**config.mk**
```make
export PLATFORM = sky130hd
export DESIGN_NAME = instr_fetch
export DESIGN_NICKNAME = d
export VERILOG_FILES = /design/src/rtl/instr_fetch.sv
export SDC_FILE = /design/constraint.sdc
export NUM_CORES = 1
export LEC_CHECK = 0
export BUFFER_PORTS_ARGS = -buffer_cell sky130_fd_sc_hd__buf_2
export CORE_MARGIN = 3
export CORE_UTILIZATION = 25
export CTS_BUF_LIST = sky130_fd_sc_hd__clkbuf_16
export DETAILED_ROUTE_END_ITERATION = 12
export GPL_TIMING_DRIVEN = 0
export SLEW_MARGIN = 20
export SYNTH_ARGS = -nofsm -noshare
export SYNTH_HDL_FRONTEND = slang
export SYNTH_SLANG_ARGS = --single-unit
```
**constraint.sdc**
```tcl
create_clock -name clk -period 7.6 [get_ports clk]
set_input_delay 0.38 -clock clk [delete_from_list [all_inputs] [get_ports clk]]
set_output_delay 0.38 -clock clk [all_outputs]
set_load 0.01 [all_outputs]
```
**src/rtl/instr_fetch.sv**
```systemverilog
// Instruction fetch stage: drives a combinational ROM from fetch_pc and holds one
// fetched instruction in an IR with valid/ready handoff. Optional FETCH_MISALIGN_TRAP_EN.
module instr_fetch #(
  parameter logic [31:0] RESET_PC = 32'h0000_0000
) (
  input  logic        clk,
  input  logic        reset,
  output logic [31:0] instr_addr,
  input  logic [31:0] instr_data,
  input  logic        fetch_en,
  input  logic        redirect,
  input  logic [31:0] redirect_pc,
  output logic        ir_valid,
  input  logic        ir_ready,
  output logic [31:0] instr,
  output logic [31:0] pc,
  output logic [31:0] pc_plus4,
  output logic [31:0] fetch_count,
  output logic        misalign_exc,
  output logic [1:0]  dbg_state
);

  // Handshake: the IR is consumed on a rising edge where ir_valid && ir_ready && !redirect;
  // a redirect discards the IR contents without a handoff.
`ifdef FETCH_MISALIGN_TRAP_EN
  typedef enum logic [1:0] {IDLE = 2'd0, VALID = 2'd1, FAULT = 2'd2} state_t;
`else
  typedef enum logic [1:0] {IDLE = 2'd0, VALID = 2'd1} state_t;
`endif

  localparam logic [31:0] NOP = 32'h0000_0013;

  state_t      state, state_n;
  logic [31:0] fetch_pc, fetch_pc_n;
  logic [31:0] instr_n, pc_n, count_n;
  logic        load;

`ifdef FETCH_MISALIGN_TRAP_EN
  logic misalign_q, misalign_n;
`else
  logic unused_redirect_lsbs;
  assign unused_redirect_lsbs = ^redirect_pc[1:0];
`endif

  always_ff @(posedge clk or posedge reset) begin
    if (reset) begin
      state       <= IDLE;
      fetch_pc    <= RESET_PC;
      instr       <= NOP;
      pc          <= RESET_PC;
      fetch_count <= 32'd0;
`ifdef FETCH_MISALIGN_TRAP_EN
      misalign_q  <= 1'b0;
`endif
    end else begin
      state       <= state_n;
      fetch_pc    <= fetch_pc_n;
      instr       <= instr_n;
      pc          <= pc_n;
      fetch_count <= count_n;
`ifdef FETCH_MISALIGN_TRAP_EN
      misalign_q  <= misalign_n;
`endif
    end
  end

  always_comb begin
    state_n    = state;
    fetch_pc_n = fetch_pc;
    instr_n    = instr;
    pc_n       = pc;
    count_n    = fetch_count;
    load       = 1'b0;
`ifdef FETCH_MISALIGN_TRAP_EN
    misalign_n = misalign_q;
`endif
    if (redirect) begin
      state_n = IDLE;
`ifdef FETCH_MISALIGN_TRAP_EN
      fetch_pc_n = redirect_pc;
      misalign_n = (redirect_pc[1:0] != 2'b00);
      if (misalign_n) state_n = FAULT;
`else
      fetch_pc_n = {redirect_pc[31:2], 2'b00};
`endif
    end else begin
      case (state)
        IDLE:  load = fetch_en;
        VALID: if (ir_ready) begin
                 load = fetch_en;
                 if (!fetch_en) state_n = IDLE;
               end
        default: ;  // FAULT waits for an aligned redirect
      endcase
    end
    if (load) begin
      instr_n    = instr_data;
      pc_n       = fetch_pc;
      fetch_pc_n = fetch_pc + 32'd4;
      count_n    = fetch_count + 32'd1;
      state_n    = VALID;
    end
  end

  assign instr_addr = fetch_pc;
  assign ir_valid   = (state == VALID);
  assign pc_plus4   = pc + 32'd4;
  assign dbg_state  = state;
`ifdef FETCH_MISALIGN_TRAP_EN
  assign misalign_exc = misalign_q;
`else
  assign misalign_exc = 1'b0;
`endif

endmodule

```
=== After elaboration in Yosys (flattened, before gate mapping) ===
Index checks and enable logic that the tools add are counted.

* Bits in registers: 130
* Input port bits: 69
* Output and inout bits: 164

* Add/subtract/negate cells: 3
* Equal/unequal tests: 2
* Mux-type cells: 10
* Reductions and logical operators: 5

{| class="wikitable"
|+ Operators with widths
! kind !! count
|-
| $add 32x3->32 const B || 2
|-
| $mux 32 || 2
|-
| $add 32x1->32 const B || 1
|-
| $mux 2 || 5
|-
| $reduce_bool 3->1 || 2
|-
| $ne 3x1->1 const B || 1
|-
| $reduce_and 3->1 || 1
|-
| $eq 2x1->1 const B || 1
|-
| $logic_not 2->1 || 1
|-
| $mux 1 || 2
|-
| $pmux 1 s2 || 1
|-
| $reduce_bool 2->1 || 1
|}

=== Depth between registers and ports, before layout ===
* Depth after elaboration: 5
* Mapped depth: 7
* Mapped depth without buffers: 6

=== Least setup slack after synthesis ===
Ideal clock, no wire load.

* Path type: register to output
* From: register pc[2]
* To: output port pc_plus4[28]
* Data arrival time: 1695 ps
* Data required time: 7220 ps
* Path slack: 5525 ps
* Stages on the path, launching flop included: 7
* Buffers on the path: 0
* Path through: dfrtp_1 > ha_1 > nand3_1 > nor2_1 > nand3_1 > nor3_1 > xor2_1

* Longest elaborated chain between the ends: 1

{| class="wikitable"
|+ RTL lines
! element !! RTL line !! source
|-
| start: declaration || 16 || <nowiki>output logic [31:0] pc,</nowiki>
|-
| start signal: assignment || 59 || <nowiki>pc <= pc_n;</nowiki>
|-
| $add 32x3->32 || 107 || <nowiki>assign pc_plus4 = pc + 32'd4;</nowiki>
|-
| end: declaration || 17 || <nowiki>output logic [31:0] pc_plus4,</nowiki>
|}

Every way passes these cells.

=== Worst setup path in the final report ===
Ends and elaborated chain as after synthesis.

==> metrics.yaml <==
status: "finished, final reports clean"
finalCritPeriodShare: 0.409
final_net_count: 866
vias: 4963
max_freq_mhz: 321
share_of_final_layout_standard_cells_stronger_than_drive_strength_1: 0.414
fin_ws_ns: 4.49
leading_cell_type_by_number_of_instances_after_synthesis: "sky130_fd_sc_hd__dfrtp_1"
cts.reportedPaths.clkPinSlew_ns: 0.06
htreeDepth: 4
number_of_enable_flip_flop_cells_after_synthesis: 0
slew-limit-headroom: 0.408
finalWirelength_mm: 17.8
postSynthRegisterBits: 125
antenna_found_initial: 2
fin_crit_ns: 3.11
placed_cell_area_um2: 7590
cpMaxStageDelayCell: "sky130_fd_sc_hd__nor2_1"
worst_hold_path.endpoint: "instr_addr[22]"
place_congestion: 0.800
synth_common_cells: "122 x sky130_fd_sc_hd__dfrtp_1, 70 x sky130_fd_sc_hd__xnor2_1, 63 x sky130_fd_sc_hd__nand2_1, 62 x sky130_fd_sc_hd__mux2_2, 31 x sky130_fd_sc_hd__nand3_1"
finalPower_mw: 2.01
post-route-util: 0.343
finish.instance_area_um2: 8110
setup_viol_count_final: 0
pin_count: 233
clkSinkCount: 125
place_ws_ns: 4.79
worst-path-max-fanout: 7
regToRegSetupSlack_ns: 5.00
hold_depth: 3
critPathRequiredTime_ns: 7.22
timing.setup.critical_path_class: "flip-flop to primary output"
reg2reg_to: "fetch_count[4]"
detail_routed_via_count_per_cell: 4.42
first_pass_iters: 5
synth_cell_type_count: 34
worstHoldStart: "redirect_pc[22]"
core_region_area_um2: 23600
grt_max_degree: 74
post_synth.cell_area_avg_um2: 11.0
worst-endpoint-arrival_ns: 2.73
gr-total-overflow: 0
vdd_ir_drop_max_uv: 138
finalSetupTns_ns: 0
insertion_delay_ns: 0.42
first_iter_violations: 227
place.detailed.hpwl_mm: 13.5
cts_max_path_buffers: 2
finalClockSkew_ns: 0.0122
worstPathCellList: "ha_1, nand3_1, nor2_1, nand3_1, nor3_1, xor2_1, buf_2"
syn-cell-area_um2: 6030
areaGrowthSynthToFinish_pct: 34.5
post_drt_wl_per_cell_um: 15.9
yosysTopAreaCellShare: 0.506
port_buffers: 220
regToRegStartpoint: "dbg_state[0]"
critical-path-top-cell-by-count: "sky130_fd_sc_hd__nand3_1"
starting_density: 0.255
startpoint_type: "flip-flop"
critical-path-max-stage-delay_ns: 0.48
cts_root_buffer: "sky130_fd_sc_hd__clkbuf_16"
setup_repair_after_global_routing_missed_its_margin: "false"
cts_tree: "done"
power_density_nw_per_um2: 248
hp-class: "input pin to flip-flop"
ys.warnings.count: 0
max-cap-violations: 0
final_antenna_diode_count: 0
numCtsBuffers: 17
finalMaxSlewViolations: 0
timing.final.hold_violations: 0
p_leak_nw: 3.75
synthCells: 546
first_global_vias: 4925
antenna_left: 0
timing_worst_slew_pin_value_ns: 0.884
synth_ff_type: "sky130_fd_sc_hd__dfrtp_1"
async_flop_share: 1.00
post_synthesis_cell_type_with_the_largest_combined_area: "sky130_fd_sc_hd__dfrtp_1"
critical_path.endpoint_type: "primary output"
die_x_um: 161
ff2ff_path_depth: 7
grt_first_pass_wirelength_mm: 28.0
post-route-drc-count: 0
track_usage: 0.139
count_of_standard_cell_rows: 56
cts-resized-gates: 0
fp.dieArea_um2: 26000
synth.area.top_cells: "sky130_fd_sc_hd__dfrtp_1 51%, sky130_fd_sc_hd__mux2_2 12%, sky130_fd_sc_hd__xnor2_1 10%"
die-height_um: 161
synth_sequential_area_ratio: 0.520
[layer usage]
metal  GRT usage  vias up  part of all wire
met5           0        -            0.0012
met4      0.0321        4            0.0067
met3      0.0457       18             0.066
met2       0.218      176              0.47
met1       0.187     2387              0.46
li1            -     2378                 -
[report_power, final]
group | switching, mW | internal [mW] | leakage [nW] | total [mW]
registers | 0.112 | 0.760 | 1.55 | 0.872
clock network | 0.289 | 0.434 | 0.250 | 0.723
logic | 0.208 | 0.206 | 1.95 | 0.414
total | 0.610 | 1.40 | 3.75 | 2.01
[worst max path at each step]
stage	to	slack (ns)	cells past startpoint	from
2_1_floorplan	dbg_state[0]	3.90	1	reset
3_3_place_gp	pc[22]	2.08	2	reset
3_5_place_dp	pc_plus4[28]	4.79	7	pc[2]
4_1_cts	pc_plus4[28]	4.33	7	pc[2]
5_1_grt	pc_plus4[28]	4.13	7	pc[3]
6_report	pc_plus4[28]	4.49	7	pc[2]
[timing repair]
item / 4_1_cts / 5_1_grt
endpoints found under the hold margin: 43 / 0
buffers inserted: 0 / 0
hold buffers: 1 / 0
[placed cells by master (no fill, tap or decap), drive strengths merged]
cell	n
nand2b	2
ha	3
clkbuf	26
and2	2
dlygate4sd3	1
mux2i	1
clkinv	11
nor2	22
and4b	1
and4	12
conb	8
or3	2
nand2	64
mux2	62
buf	238
inv	11
xnor2	70
dfrtp	122
nand3	31
nor2b	3
nor3b	1
nor3	16
or4	1
bufinv	1
dfstp	3
nor4	12
xor2	18
and3	6
clkinvlp	1
nand4	23
o21ai	31
[cell type report]
cell class	instances	area, um^2
buffer	26	141
clock buffer	17	425
clock inverter	13	83.8
fill	2474	15500
inverter	11	48.8
multi-input combinational	391	2740
sequential	125	3130
tap	319	399
timing repair buffer	222	1140
[through the flow]
stage / hold WS (ns) / std cells
finish: 0.169 / 1124
global route: 0.158 / 1124
CTS: 0.144 / 1124
detailed placement: 0.433 / 1093
global placement: 0.458 / 1092
floorplan: 0.501 / 553
[registers in the layout (all words and copies together), names as in the netlist]
signal       cells
instr_addr      30
pc              30
dbg_state        1
fetch_count     32
instr           32
[cell families (layout without fill, tap and decap cells)]
kind of cell / count (synthesis) / in the layout / share of synthesized area
buffers and inverters: 37 / 289 / 0.0303
other: 1 / 8 / 0.000622
xor gates and xnor gates: 88 / 88 / 0.128
DFF: 125 / 125 / 0.520
adders and majority gates: 3 / 3 / 0.00623
AOI/OAI and AO/OA: 31 / 31 / 0.0257
and+or+nand+nor: 198 / 198 / 0.172
muxes: 63 / 63 / 0.117
[critical path: cells and delay by family, from the launching register on]
kind / cells / cell delay, ns
buf+inv: 1 / 0.14
fa+ha+maj: 1 / 0.23
flops: 1 / 0.42
xor+xnor: 1 / 0.15
simple gates: 4 / 1.38
Power figures use the tool's default switching activity.
